--- config.mk ---
export PLATFORM = sky130hd
export DESIGN_NAME = csa_dot_accum
export DESIGN_NICKNAME = d
export VERILOG_FILES = /design/src/rtl/dct_pkg.sv /design/src/rtl/comp_three_two.sv /design/src/rtl/csa_dot_accum.sv
export SDC_FILE = /design/constraint.sdc
export NUM_CORES = 1
export LEC_CHECK = 0
export ABC_CLOCK_PERIOD_IN_PS = 3500
export CAP_MARGIN = 20
export CORE_ASPECT_RATIO = 0.5
export CORE_MARGIN = 2
export CORE_UTILIZATION = 45
export CTS_CLUSTER_DIAMETER = 50
export DETAILED_ROUTE_END_ITERATION = 8
export PLACE_DENSITY = 0.67
export SYNTH_ARGS = -nofsm -noshare
export SYNTH_HDL_FRONTEND = slang
export SYNTH_SLANG_ARGS = --single-unit
--- constraint.sdc ---
create_clock -name clk -period 3.5 [get_ports clk]
set_clock_uncertainty 0.15 [all_clocks]
set_input_delay 0.35 -clock clk [delete_from_list [all_inputs] [get_ports clk]]
set_output_delay 0.35 -clock clk [all_outputs]
set_load 0.02 [all_outputs]
--- src/rtl/dct_pkg.sv ---
// Shared definitions for the DCT accumulation datapath: controller states,
// default geometry and a generic sign-extension helper.
package dct_pkg;

    localparam int DEFAULT_SIZE    = 16;
    localparam int DEFAULT_N_TERMS = 8;

    typedef enum logic [1:0] {
        ST_ACCUM   = 2'd0,
        ST_RESOLVE = 2'd1,
        ST_HOLD    = 2'd2
    } acc_state_e;

    // Replicates bit (from_w-1) of val into every bit above it.
    function automatic logic [63:0] sign_extend(input logic [63:0] val, input int unsigned from_w);
        logic [63:0] res;
        logic [5:0]  msb;
        msb = 6'(from_w - 32'd1);
        res = val;
        for (int i = 0; i < 64; i++) begin
            if (i >= int'(from_w)) begin
                res[i] = val[msb];
            end else begin
                res[i] = val[i];
            end
        end
        return res;
    endfunction

endpackage

--- src/rtl/comp_three_two.sv ---
// Bitwise 3:2 compressor; when approximation is enabled the lowest APPROX_BITS
// columns use an OR in place of the full adder and generate no carry.
module comp_three_two #(
    parameter int W           = 16,
    parameter int APPROX_BITS = 0
) (
    input  logic [W-1:0] a,
    input  logic [W-1:0] b,
    input  logic [W-1:0] c,
    input  logic         approx_en,
    output logic [W-1:0] sum,
    output logic [W-1:0] carry
);

    localparam logic [W-1:0] LOW_MASK = {W{1'b1}} >> (W - APPROX_BITS);

    logic [W-1:0] exact_sum_s;
    logic [W-1:0] exact_carry_s;

    // Full-adder columns with optional low-order approximation overlay.
    always_comb begin
        exact_sum_s   = a ^ b ^ c;
        exact_carry_s = (a & b) | (a & c) | (b & c);
        if (approx_en) begin
            sum   = (exact_sum_s & ~LOW_MASK) | ((a | b | c) & LOW_MASK);
            carry = exact_carry_s & ~LOW_MASK;
        end else begin
            sum   = exact_sum_s;
            carry = exact_carry_s;
        end
    end

endmodule

--- src/rtl/csa_dot_accum.sv ---
// Carry-save dot-product accumulator: folds signed terms into a sum/carry pair,
// resolves them with one registered add and holds the result on valid/ready.
module csa_dot_accum
    import dct_pkg::*;
#(
    parameter  int SIZE        = DEFAULT_SIZE,
    parameter  int N_TERMS     = DEFAULT_N_TERMS,
    parameter  int APPROX_BITS = 0,
    localparam int ACC_SIZE    = SIZE + $clog2(N_TERMS),
    localparam int CNT_W       = $clog2(N_TERMS + 1)
) (
    input  logic                clk,
    input  logic                rst,
    input  logic                approx_en,
    input  logic                in_valid,
    output logic                in_ready,
    input  logic [SIZE-1:0]     in_data,
    input  logic                in_last,
    output logic                out_valid,
    input  logic                out_ready,
    output logic [ACC_SIZE-1:0] out_data,
    output logic [CNT_W-1:0]    out_count,
    output logic                out_trunc
);

    acc_state_e          state_q, state_d;
    logic [ACC_SIZE-1:0] sum_q, sum_d;
    logic [ACC_SIZE-1:0] carry_q, carry_d;
    logic [CNT_W-1:0]    count_q, count_d;
    logic                approx_q, approx_d;
    logic                trunc_pend_q, trunc_pend_d;
    logic [ACC_SIZE-1:0] out_data_q, out_data_d;
    logic [CNT_W-1:0]    out_count_q, out_count_d;
    logic                out_trunc_q, out_trunc_d;

    logic [ACC_SIZE-1:0] term_ext_s;
    logic [ACC_SIZE-1:0] carry_shl_s;
    logic [ACC_SIZE-1:0] comp_sum_s;
    logic [ACC_SIZE-1:0] comp_carry_s;
    logic [CNT_W-1:0]    count_inc_s;

    assign term_ext_s  = ACC_SIZE'(sign_extend(64'(in_data), SIZE));
    assign carry_shl_s = {carry_q[ACC_SIZE-2:0], 1'b0};
    assign count_inc_s = count_q + CNT_W'(1);

    comp_three_two #(
        .W           (ACC_SIZE),
        .APPROX_BITS (APPROX_BITS)
    ) u_comp (
        .a         (term_ext_s),
        .b         (sum_q),
        .c         (carry_shl_s),
        .approx_en (approx_q),
        .sum       (comp_sum_s),
        .carry     (comp_carry_s)
    );

    // Next-state and datapath updates for the accumulate/resolve/hold sequence.
    always_comb begin
        state_d      = state_q;
        sum_d        = sum_q;
        carry_d      = carry_q;
        count_d      = count_q;
        approx_d     = approx_q;
        trunc_pend_d = trunc_pend_q;
        out_data_d   = out_data_q;
        out_count_d  = out_count_q;
        out_trunc_d  = out_trunc_q;
        case (state_q)
            ST_ACCUM: begin
                if (in_valid) begin
                    sum_d   = comp_sum_s;
                    carry_d = comp_carry_s;
                    count_d = count_inc_s;
                    if (count_q == CNT_W'(0)) begin
                        approx_d = approx_en;
                    end else begin
                        approx_d = approx_q;
                    end
                    // A full vector without in_last is force-terminated.
                    if (in_last || (count_inc_s == CNT_W'(N_TERMS))) begin
                        state_d      = ST_RESOLVE;
                        trunc_pend_d = ~in_last;
                    end else begin
                        state_d = ST_ACCUM;
                    end
                end else begin
                    state_d = ST_ACCUM;
                end
            end
            ST_RESOLVE: begin
                out_data_d   = sum_q + carry_shl_s;
                out_count_d  = count_q;
                out_trunc_d  = trunc_pend_q;
                sum_d        = '0;
                carry_d      = '0;
                count_d      = '0;
                trunc_pend_d = 1'b0;
                state_d      = ST_HOLD;
            end
            ST_HOLD: begin
                if (out_ready) begin
                    state_d = ST_ACCUM;
                end else begin
                    state_d = ST_HOLD;
                end
            end
            default: begin
                state_d = ST_ACCUM;
            end
        endcase
    end

    // State and datapath registers with synchronous reset.
    always_ff @(posedge clk) begin
        if (rst) begin
            state_q      <= ST_ACCUM;
            sum_q        <= '0;
            carry_q      <= '0;
            count_q      <= '0;
            approx_q     <= 1'b0;
            trunc_pend_q <= 1'b0;
            out_data_q   <= '0;
            out_count_q  <= '0;
            out_trunc_q  <= 1'b0;
        end else begin
            state_q      <= state_d;
            sum_q        <= sum_d;
            carry_q      <= carry_d;
            count_q      <= count_d;
            approx_q     <= approx_d;
            trunc_pend_q <= trunc_pend_d;
            out_data_q   <= out_data_d;
            out_count_q  <= out_count_d;
            out_trunc_q  <= out_trunc_d;
        end
    end

    assign in_ready  = (state_q == ST_ACCUM);
    assign out_valid = (state_q == ST_HOLD);
    assign out_data  = out_data_q;
    assign out_count = out_count_q;
    assign out_trunc = out_trunc_q;

endmodule

# Word level (Yosys, flattened, before mapping)
# Index checks and enable logic that the tools add are counted.
# word_totals
reg_bits	68
input_bits	22
out_inout_bits	26
elab_cells	41
# classes
n_addsub	2
n_eq_ne	5
n_mux	13
bitwise_logic	8
n_reduce_logical	5
# op_table
op	n
$and A18 B18 Y18	3
$pmux W19 S2	1
$xor A19 B19 Y19	2
$or A18 B18 Y18	2
$pmux W18 S2	1
$add A19 B19 Y19	1
$mux W19	1
$mux W18	1
$pmux W4 S2	1
$pmux W2 S3	1
$add A4 B1 Y4 const B	1
$eq A4 B4 Y1 const B	1
$mux W2	2
$mux W4	1
$mux W1	3
$reduce_and A3 Y1	1
$eq A2 B1 Y1 const B	1
$eq A2 B2 Y1 const B	1
$logic_not A2 Y1	1
$ne A2 B1 Y1 const B	1
$ne A2 B2 Y1 const B	1
$pmux W1 S2	1
$reduce_and A2 Y1	1
$reduce_bool A2 Y1	1
2 further kinds	2

# Depth between registers and ports, before layout
# Gate-level depths: netlist of run 1.
# logic_depth
ltp_word	6
ltp_mapped	9

# By module
# A second synthesis of run 1 with hierarchy kept.
# unflattened
cells_unflattened	379
hier_area_um2	3726.1
# by_module_without_submodules
module	instances	cells_per_inst	area_per_inst_um2	seq_area_each_um2
csa_dot_accum	1	360	3345.7	1381.3
comp_three_two	1	19	380.4	0.0

# Worst setup path before layout of run 1
# Ideal clock, no wire load.
# synth_timing
path_type	register to register
startpoint	reg sum_q[1]
endpoint	reg out_data_q[17], in the netlist out_data[17]
setup_time_ns	0.060
arrival_time_ns	2.203
t_required_ns	3.290
path_slack_ns	1.086
path_stages_with_launch	10
n_path_buf	0
path_cell_list	dfxtp_1 -> ha_1 -> inv_1 -> fa_1 -> and2b_1 -> o211ai_1 -> a211oi_4 -> o2111ai_2 -> a2111oi_2 -> a311o_1
# synth_between
elab_chain_len	1
# synth_rtl
item	line_no	text
start, declared	csa_dot_accum.sv:27	logic [ACC_SIZE-1:0] sum_q, sum_d;
start signal, assigned	csa_dot_accum.sv:128	sum_q <= sum_d;
$add A19 B19 Y19	csa_dot_accum.sv:92	out_data_d = sum_q + carry_shl_s;
end signal, assigned	csa_dot_accum.sv:133	out_data_q <= out_data_d;
end, declared	csa_dot_accum.sv:32	logic [ACC_SIZE-1:0] out_data_q, out_data_d;
# Every way passes these cells.
# A chain may end at the register's enable or synchronous reset.

# Worst setup path in the final report of run 1
# Ends and elaborated chain as after synthesis.

==> impl_metrics.py, run 1 <==
metrics = {
    "clock_tree": {
        "clk_path_buf_depth": 2,
        "clockRootBuffer": "clkbuf_16",
        "post_cts_buffers": 0,
        "cts_made_buffers": 9,
        "ctsResizeCount": 0,
        "clk_pin_slew_worst_paths_ps": 50,
        "clk_latency_ps": 330,
        "cts_tree": "yes",
        "cts_sinks": 68,
        "h-tree-depth": 3,
        "holdBufCountCts": 0,
    },
    "layout": {
        "fin_util": 0.589,
        "layout-area-overhead-vs-synth_pct": 23.4,
        "num-nets-final": 470,
        "drive_above_1_share": 0.0723,
        "n_fill_cell": 645,
        "num_antenna_cells": 0,
        "multi_input_area_um2": 2120,
        "regArea_um2": 1360,
    },
    "detailed_routing": {
        "wl_met2_um": 3610,
        "drt_iter0_drc": 151,
        "met3_length_um": 356,
        "met1Wirelength_um": 3850,
        "drt-wirelength-per-cell_um": 15.1,
        "top_layer_used": "met4",
        "wl_um": 7920,
        "dr.pass1.iters": 4,
        "vias": 2939,
        "route.detailed.drc": 0,
        "ant_nets": 0,
        "viasPerCell": 5.62,
    },
    "critical_path": {
        "worstRegToRegCells": 9,
        "start_kind": "flip-flop",
        "cp_slowest_cell": "a2111oi_2",
        "cp.arrival_ps": 2800,
        "required_ps": 3620,
        "crit_path_max_fanout": 3,
        "critical_path_class": "reg2reg",
        "cpPeakStageDelay_ps": 390,
        "crit_chain": "ha_1 -> inv_1 -> fa_1 -> and2b_1 -> o211ai_1 -> a211oi_4 -> o2111ai_2 -> a2111oi_2 -> a311o_1",
        "cp-end-kind": "flip-flop",
    },
    "outcome": {
        "status": "finished clean",
    },
    "global_route": {
        "grt_pass1_vias": 2783,
        "grt_max_degree": 38,
        "grt_pass1_wl_um": 13000,
        "antenna_found_initial": 0,
        "overflow": 0,
        "grtUsageTotal": 0.193,
    },
    "die": {
        "start_util": 0.478,
        "core-area_um2": 7510,
        "die_area_um2": 8750,
        "die_h_um": 67.2,
        "die_x_um": 130,
        "fp-row-count": 22,
        "pin_count": 48,
    },
    "sta": {
        "rsz0062_at_grt": "false",
        "fin_setup_tns_ps": 0,
        "finalCriticalPeriod_ps": 2680,
        "maxSlewViolCount": 0,
        "fin_ws_ps": 819,
        "finalHoldViolCount": 0,
        "clock.fmax_ghz": 0.373,
        "worst_pin_slew_ps": 1070,
        "holdWs_ps": 303,
        "finalSetupViolations": 0,
        "period_share": 0.766,
        "relSlewSlack": 0.287,
    },
    "worst_hold_path": {
        "whs_path_depth": 2,
        "hold_class": "reg2reg",
    },
    "placement": {
        "portBuffers": 46,
        "dp_slack_ps": 856,
        "place_congestion": 0.864,
        "hpwl_um": 5600,
    },
    "yosys": {
        "synth_seq_cells": 68,
        "synthCells": 369,
        "ys_seq_area_frac": 0.379,
        "yosysUniqueCellTypes": 57,
        "synth_area_um2": 3590,
        "syn_nets": 428,
        "synth_async_sr_flop_share": 0,
        "yosys_warnings": 0,
        "synth_edf_count": 0,
        "synthFlopType": "dfxtp_1",
        "syn_avg_cell_area_um2": 9.73,
    },
    "pwr": {
        "p_per_area_nw_per_um2": 441,
        "p_sw_uw": 476,
        "p_comb_frac": 0.125,
        "leakagePower_uw": 0.00173,
        "clkPwrFrac": 0.442,
        "power_uw": 1950,
        "power_frac_seq": 0.434,
        "p_int_uw": 1480,
        "ir_drop_uv": 236,
        "p_sw_frac": 0.244,
    },
    "run": {
        "maxCapViolCount": 0,
    },
}
==> path summary, 6_finish.rpt <==
check / slack (ps) / from / end
setup / recovery: 820 / sum_q[1] / out_data[17]
hold / removal: 300 / trunc_pend_q / out_trunc
setup reg to reg: 820 / sum_q[1] / out_data[17]
hold reg to reg: 300 / trunc_pend_q / out_trunc
==> sequential cells by signal, summed over array words and instances (netlist names) <==
register,flops
out_count,4
trunc_pend_q,1
count_q,4
out_data,19
sum_q,19
state_q,2
carry_q,18
out_trunc,1
==> power groups by stage <==
stage	clock network, µW	registers (µW)	logic (µW)
after floorplan	0	860	156
after global placement	0	860	234
after detailed placement	0	863	243
after CTS	883	847	245
after global routing	918	852	270
final	862	847	243
==> layout make-up <==
| type | instances | share of cell area |
|---|---|---|
| inverters | 8 | 0.00678 |
| clock inverters | 1 | 0.00113 |
| multi-input cells | 273 | 0.478 |
| repair buffers | 51 | 0.112 |
| clock buffers | 14 | 0.0641 |
| flip-flops and latches | 68 | 0.307 |
| well taps | 108 | 0.0305 |
==> cell families after synthesis <==
logic type | synth area share
AOI/OAI and AO/OA | 0.259
and+or+nand+nor | 0.145
DFF | 0.379
adders and majority gates | 0.167
buffers and inverters | 0.0321
xor gates and xnor gates | 0.0122
muxes | 0.00593
==> per-layer routing <==
metal  up-vias  GRT usage
li1       1457          -
met1      1417      0.256
met2        53      0.301
met3        12     0.0539
met4         0     0.0806
met5         -          0
==> placed cells by master (no fill, tap or decap), types with 2 or more instances in the layout <==
master / instances
fa_1: 18
a22o_1: 37
xnor2_1: 3
a31oi_1: 7
nand4b_1: 2
a21oi_1: 31
o211ai_1: 3
nor4b_1: 4
ha_1: 19
a21o_1: 8
a211oi_1: 3
and3_1: 5
o21a_1: 5
o21ai_0: 14
nor2b_1: 4
nor3_1: 7
buf_4: 5
nand3_1: 7
xor2_1: 2
or3_1: 4
dfxtp_1: 68
nand4_1: 3
clkbuf_16: 9
inv_1: 7
clkbuf_8: 4
nand2_1: 39
nand3b_1: 4
nor2_2: 2
nor3b_1: 2
clkdlybuf4s50_1: 46
nor2_1: 12
nand2b_1: 2
o31ai_1: 2
==> synthesized netlist by cell type (2+ instances only) <==
| master | number | area [µm²] |
|---|---|---|
| dfxtp_1 | 68 | 1360 |
| nand2_1 | 39 | 146 |
| a22o_1 | 37 | 324 |
| a21oi_1 | 31 | 155 |
| ha_1 | 19 | 238 |
| fa_1 | 18 | 360 |
| o21ai_0 | 14 | 70.1 |
| nor2_1 | 13 | 48.8 |
| clkbuf_1 | 12 | 45.0 |
| a21o_1 | 8 | 60.1 |
| a31oi_1 | 7 | 43.8 |
| buf_2 | 7 | 35.0 |
| inv_1 | 7 | 26.3 |
| nand3_1 | 7 | 35.0 |
| nor3_1 | 7 | 35.0 |
| and3_1 | 5 | 31.3 |
| o21a_1 | 5 | 37.5 |
| nand3b_1 | 4 | 30.0 |
| nor2b_1 | 4 | 25.0 |
| nor4b_1 | 4 | 35.0 |
| or3_1 | 4 | 25.0 |
| a211oi_1 | 3 | 22.5 |
| nand4_1 | 3 | 18.8 |
| o211ai_1 | 3 | 22.5 |
| xnor2_1 | 3 | 26.3 |
| nand2b_1 | 2 | 12.5 |
| nand4b_1 | 2 | 17.5 |
| nor3b_1 | 2 | 15.0 |
| o31ai_1 | 2 | 15.0 |
| xor2_1 | 2 | 17.5 |
==> stage by stage <==
stage	cells	area (µm²)
final	523	4430
after floorplan	369	3590
after detailed placement	508	4140
after global placement	508	4140
after CTS	523	4430
after global routing	523	4430
==> worst max-delay path: cells and delay by family (launching register included) <==
kind / cells / cell delay, ps
AOI/OAI and AO/OA: 5 / 1250
adders and majority gates: 2 / 560
DFF: 1 / 380
and+or+nand+nor: 1 / 250
buffers and inverters: 1 / 50
Power figures use the tool's default switching activity.
==> run 2: changes to the inputs <==
--- a/config.mk
+++ b/config.mk
@@ -5,14 +5,14 @@
 export SDC_FILE = /design/constraint.sdc
 export NUM_CORES = 1
 export LEC_CHECK = 0
-export ABC_CLOCK_PERIOD_IN_PS = 3500
+export ABC_CLOCK_PERIOD_IN_PS = 2460
 export CAP_MARGIN = 20
 export CORE_ASPECT_RATIO = 0.5
 export CORE_MARGIN = 2
 export CORE_UTILIZATION = 45
 export CTS_CLUSTER_DIAMETER = 50
 export DETAILED_ROUTE_END_ITERATION = 8
-export PLACE_DENSITY = 0.67
+export PLACE_DENSITY = 0.7
 export SYNTH_ARGS = -nofsm -noshare
 export SYNTH_HDL_FRONTEND = slang
 export SYNTH_SLANG_ARGS = --single-unit
==> constraint.sdc (replaced) <==
create_clock -name clk -period 2.46 [get_ports clk]
set_clock_uncertainty 0.15 [all_clocks]
set_input_delay 0.246 -clock clk [delete_from_list [all_inputs] [get_ports clk]]
set_output_delay 0.246 -clock clk [all_outputs]
set_load 0.02 [all_outputs]
==> impl_metrics.py, run 2 (synthesis results as in run 1) <==
metrics = {
    "pwr": {
        "p_int_uw": 2050,
        "power_frac_seq": 0.439,
        "p_sw_frac": 0.252,
        "p_per_area_nw_per_um2": 603,
        "p_sw_uw": 690,
        "clkPwrFrac": 0.427,
        "ir_drop_uv": 315,
        "p_comb_frac": 0.134,
        "leakagePower_uw": 0.00179,
    },
    "critical_path": {
        "crit_buf_inv": 1,
        "cp-startpoint": "sum_q[1]",
        "cp_slowest_cell": "dfxtp_2",
        "reg2reg_to": "out_data[17]",
        "crit_chain": "ha_4 -> inv_2 -> fa_2 -> and2b_1 -> o211ai_1 -> a211oi_4 -> o2111ai_2 -> and3_1 -> a311o_1",
        "critical_path_class": "reg2reg",
        "crit_path_max_fanout": 3,
        "cpPeakStageDelay_ps": 350,
        "reg2reg_from": "sum_q[1]",
        "r2r_slack_ps": 30,
        "cp.arrival_ps": 2500,
        "start_kind": "flip-flop",
        "crit_family": "compound AO/OA/AOI/OAI gates",
        "required_ps": 2520,
        "cp-end-kind": "flip-flop",
        "worstRegToRegCells": 9,
    },
    "detailed_routing": {
        "drt-wirelength-per-cell_um": 15.8,
        "vias": 3040,
        "ant_nets": 0,
        "wl_met2_um": 3920,
        "top_layer_used": "met4",
        "dr.pass1.iters": 5,
        "viasPerCell": 5.68,
        "drt_iter0_drc": 264,
        "met1Wirelength_um": 4000,
        "met3_length_um": 425,
        "wl_um": 8440,
        "route.detailed.drc": 0,
    },
    "sta": {
        "fin_setup_tns_ps": 0,
        "period_share": 0.990,
        "relSlewSlack": 0.726,
        "rsz0062_at_grt": "true",
        "maxSlewViolCount": 0,
        "worst_pin_slew_ps": 410,
        "finalCriticalPeriod_ps": 2430,
        "finalHoldViolCount": 0,
        "holdWs_ps": 299,
        "clock.fmax_ghz": 0.411,
        "finalSetupViolations": 0,
    },
    "placement": {
        "portBuffers": 46,
        "hpwl_um": 6020,
        "place_congestion": 0.849,
    },
    "clock_tree": {
        "cts_tree": "yes",
        "cts_made_buffers": 9,
        "cts_sinks": 68,
        "holdBufCountCts": 0,
        "clk_path_buf_depth": 2,
        "clockRootBuffer": "clkbuf_16",
        "h-tree-depth": 3,
        "clk_pin_slew_worst_paths_ps": 50,
        "clk_latency_ps": 330,
    },
    "global_route": {
        "antenna_found_initial": 0,
        "overflow": 0,
        "grt_pass1_wl_um": 14200,
        "grtUsageTotal": 0.211,
        "grt_max_degree": 38,
        "grt_pass1_vias": 2971,
    },
    "layout": {
        "num-nets-final": 482,
        "layout_common_cells": "dfxtp_1 (66), clkdlybuf4s50_1 (46), nand2_1 (39), a22o_1 (37), a21oi_1 (31)",
        "drive_above_1_share": 0.115,
        "layout-area-overhead-vs-synth_pct": 26.7,
        "final_common_cell": "dfxtp_1",
        "num_antenna_cells": 0,
    },
    "die": {
        "start_util": 0.478,
        "die_area_um2": 8750,
        "die_x_um": 130,
        "core-area_um2": 7510,
        "fp-row-count": 22,
        "die_h_um": 67.2,
        "pin_count": 48,
    },
    "worst_hold_path": {
        "min_to": "out_data[9]",
        "hp-start": "out_data[9]",
        "hold_class": "reg2reg",
        "whs_path_depth": 2,
    },
    "outcome": {
        "status": "finished clean",
    },
    "run": {
        "maxCapViolCount": 0,
    },
}
==> run 2: cell count changes in the layout (fill, tap and decap cells not counted), moves of 2 or more <==
| cell | delta |
|---|---|
| clkbuf_8 | -2 |
| buf_4 | +11 |
| dfxtp_1 | -2 |
| dfxtp_2 | +2 |
==> run 2: power groups by stage <==
stage	registers (µW)	logic [µW]	clock network, µW
4_1_cts	1200	367	1190
6_report	1200	366	1170
5_1_grt	1210	407	1250
3_3_place_gp	1220	346	0
2_1_floorplan	1220	222	0
3_5_place_dp	1230	361	0
==> run 2: layout make-up <==
class,count,area (µm²)
multi-input cells,273,2150
well taps,108,135
repair buffers,63,601
clock inverters,2,10.0
fillers,638,2970
flip-flops and latches,68,1360
inverters,8,30.0
clock buffers,13,260
==> run 2: how the worst max path moves through the flow <==
stage | depth (start not counted) | end | slack (ps)
3_3_place_gp | 10 | out_data[11] | -9
6_report | 9 | out_data[17] | 30
3_5_place_dp | 9 | out_data[17] | -90
2_1_floorplan | 9 | out_data[17] | 50
4_1_cts | 9 | out_data[15] | -50
5_1_grt | 9 | out_data[17] | -90
==> run 2: metal layers <==
layer | GRT usage | vias to the layer above
met1 | 0.279 | 1478
met2 | 0.342 | 77
met3 | 0.0594 | 8
met4 | 0.0618 | 0
met5 | 0 | -
li1 | - | 1477
==> run 2: stage by stage <==
stage | utilization | power [µW] | setup slack [ps] | std cells | instance area, µm²
floorplan | - | 1450 | 46.3 | 369 | 3590
global placement | 0.564 | 1570 | -9.39 | 519 | 4240
detailed placement | 0.564 | 1590 | -85.7 | 519 | 4240
CTS | 0.604 | 2760 | -51.2 | 535 | 4540
global route | 0.605 | 2860 | -86.3 | 535 | 4550
finish | 0.605 | 2740 | 25.8 | 535 | 4550
==> run 2: worst min-delay path: stages (launching register included) <==
cell,delay (ps)
dfxtp_1,300
nand2_1,50
a21oi_1,50
==> run 2: what timing repair did <==
action                     CTS  global route
setup endpoints to repair    4             4
resized for setup            8             1
pin swaps                    6             4
hold endpoints to repair     0             0
buffers inserted             1             0
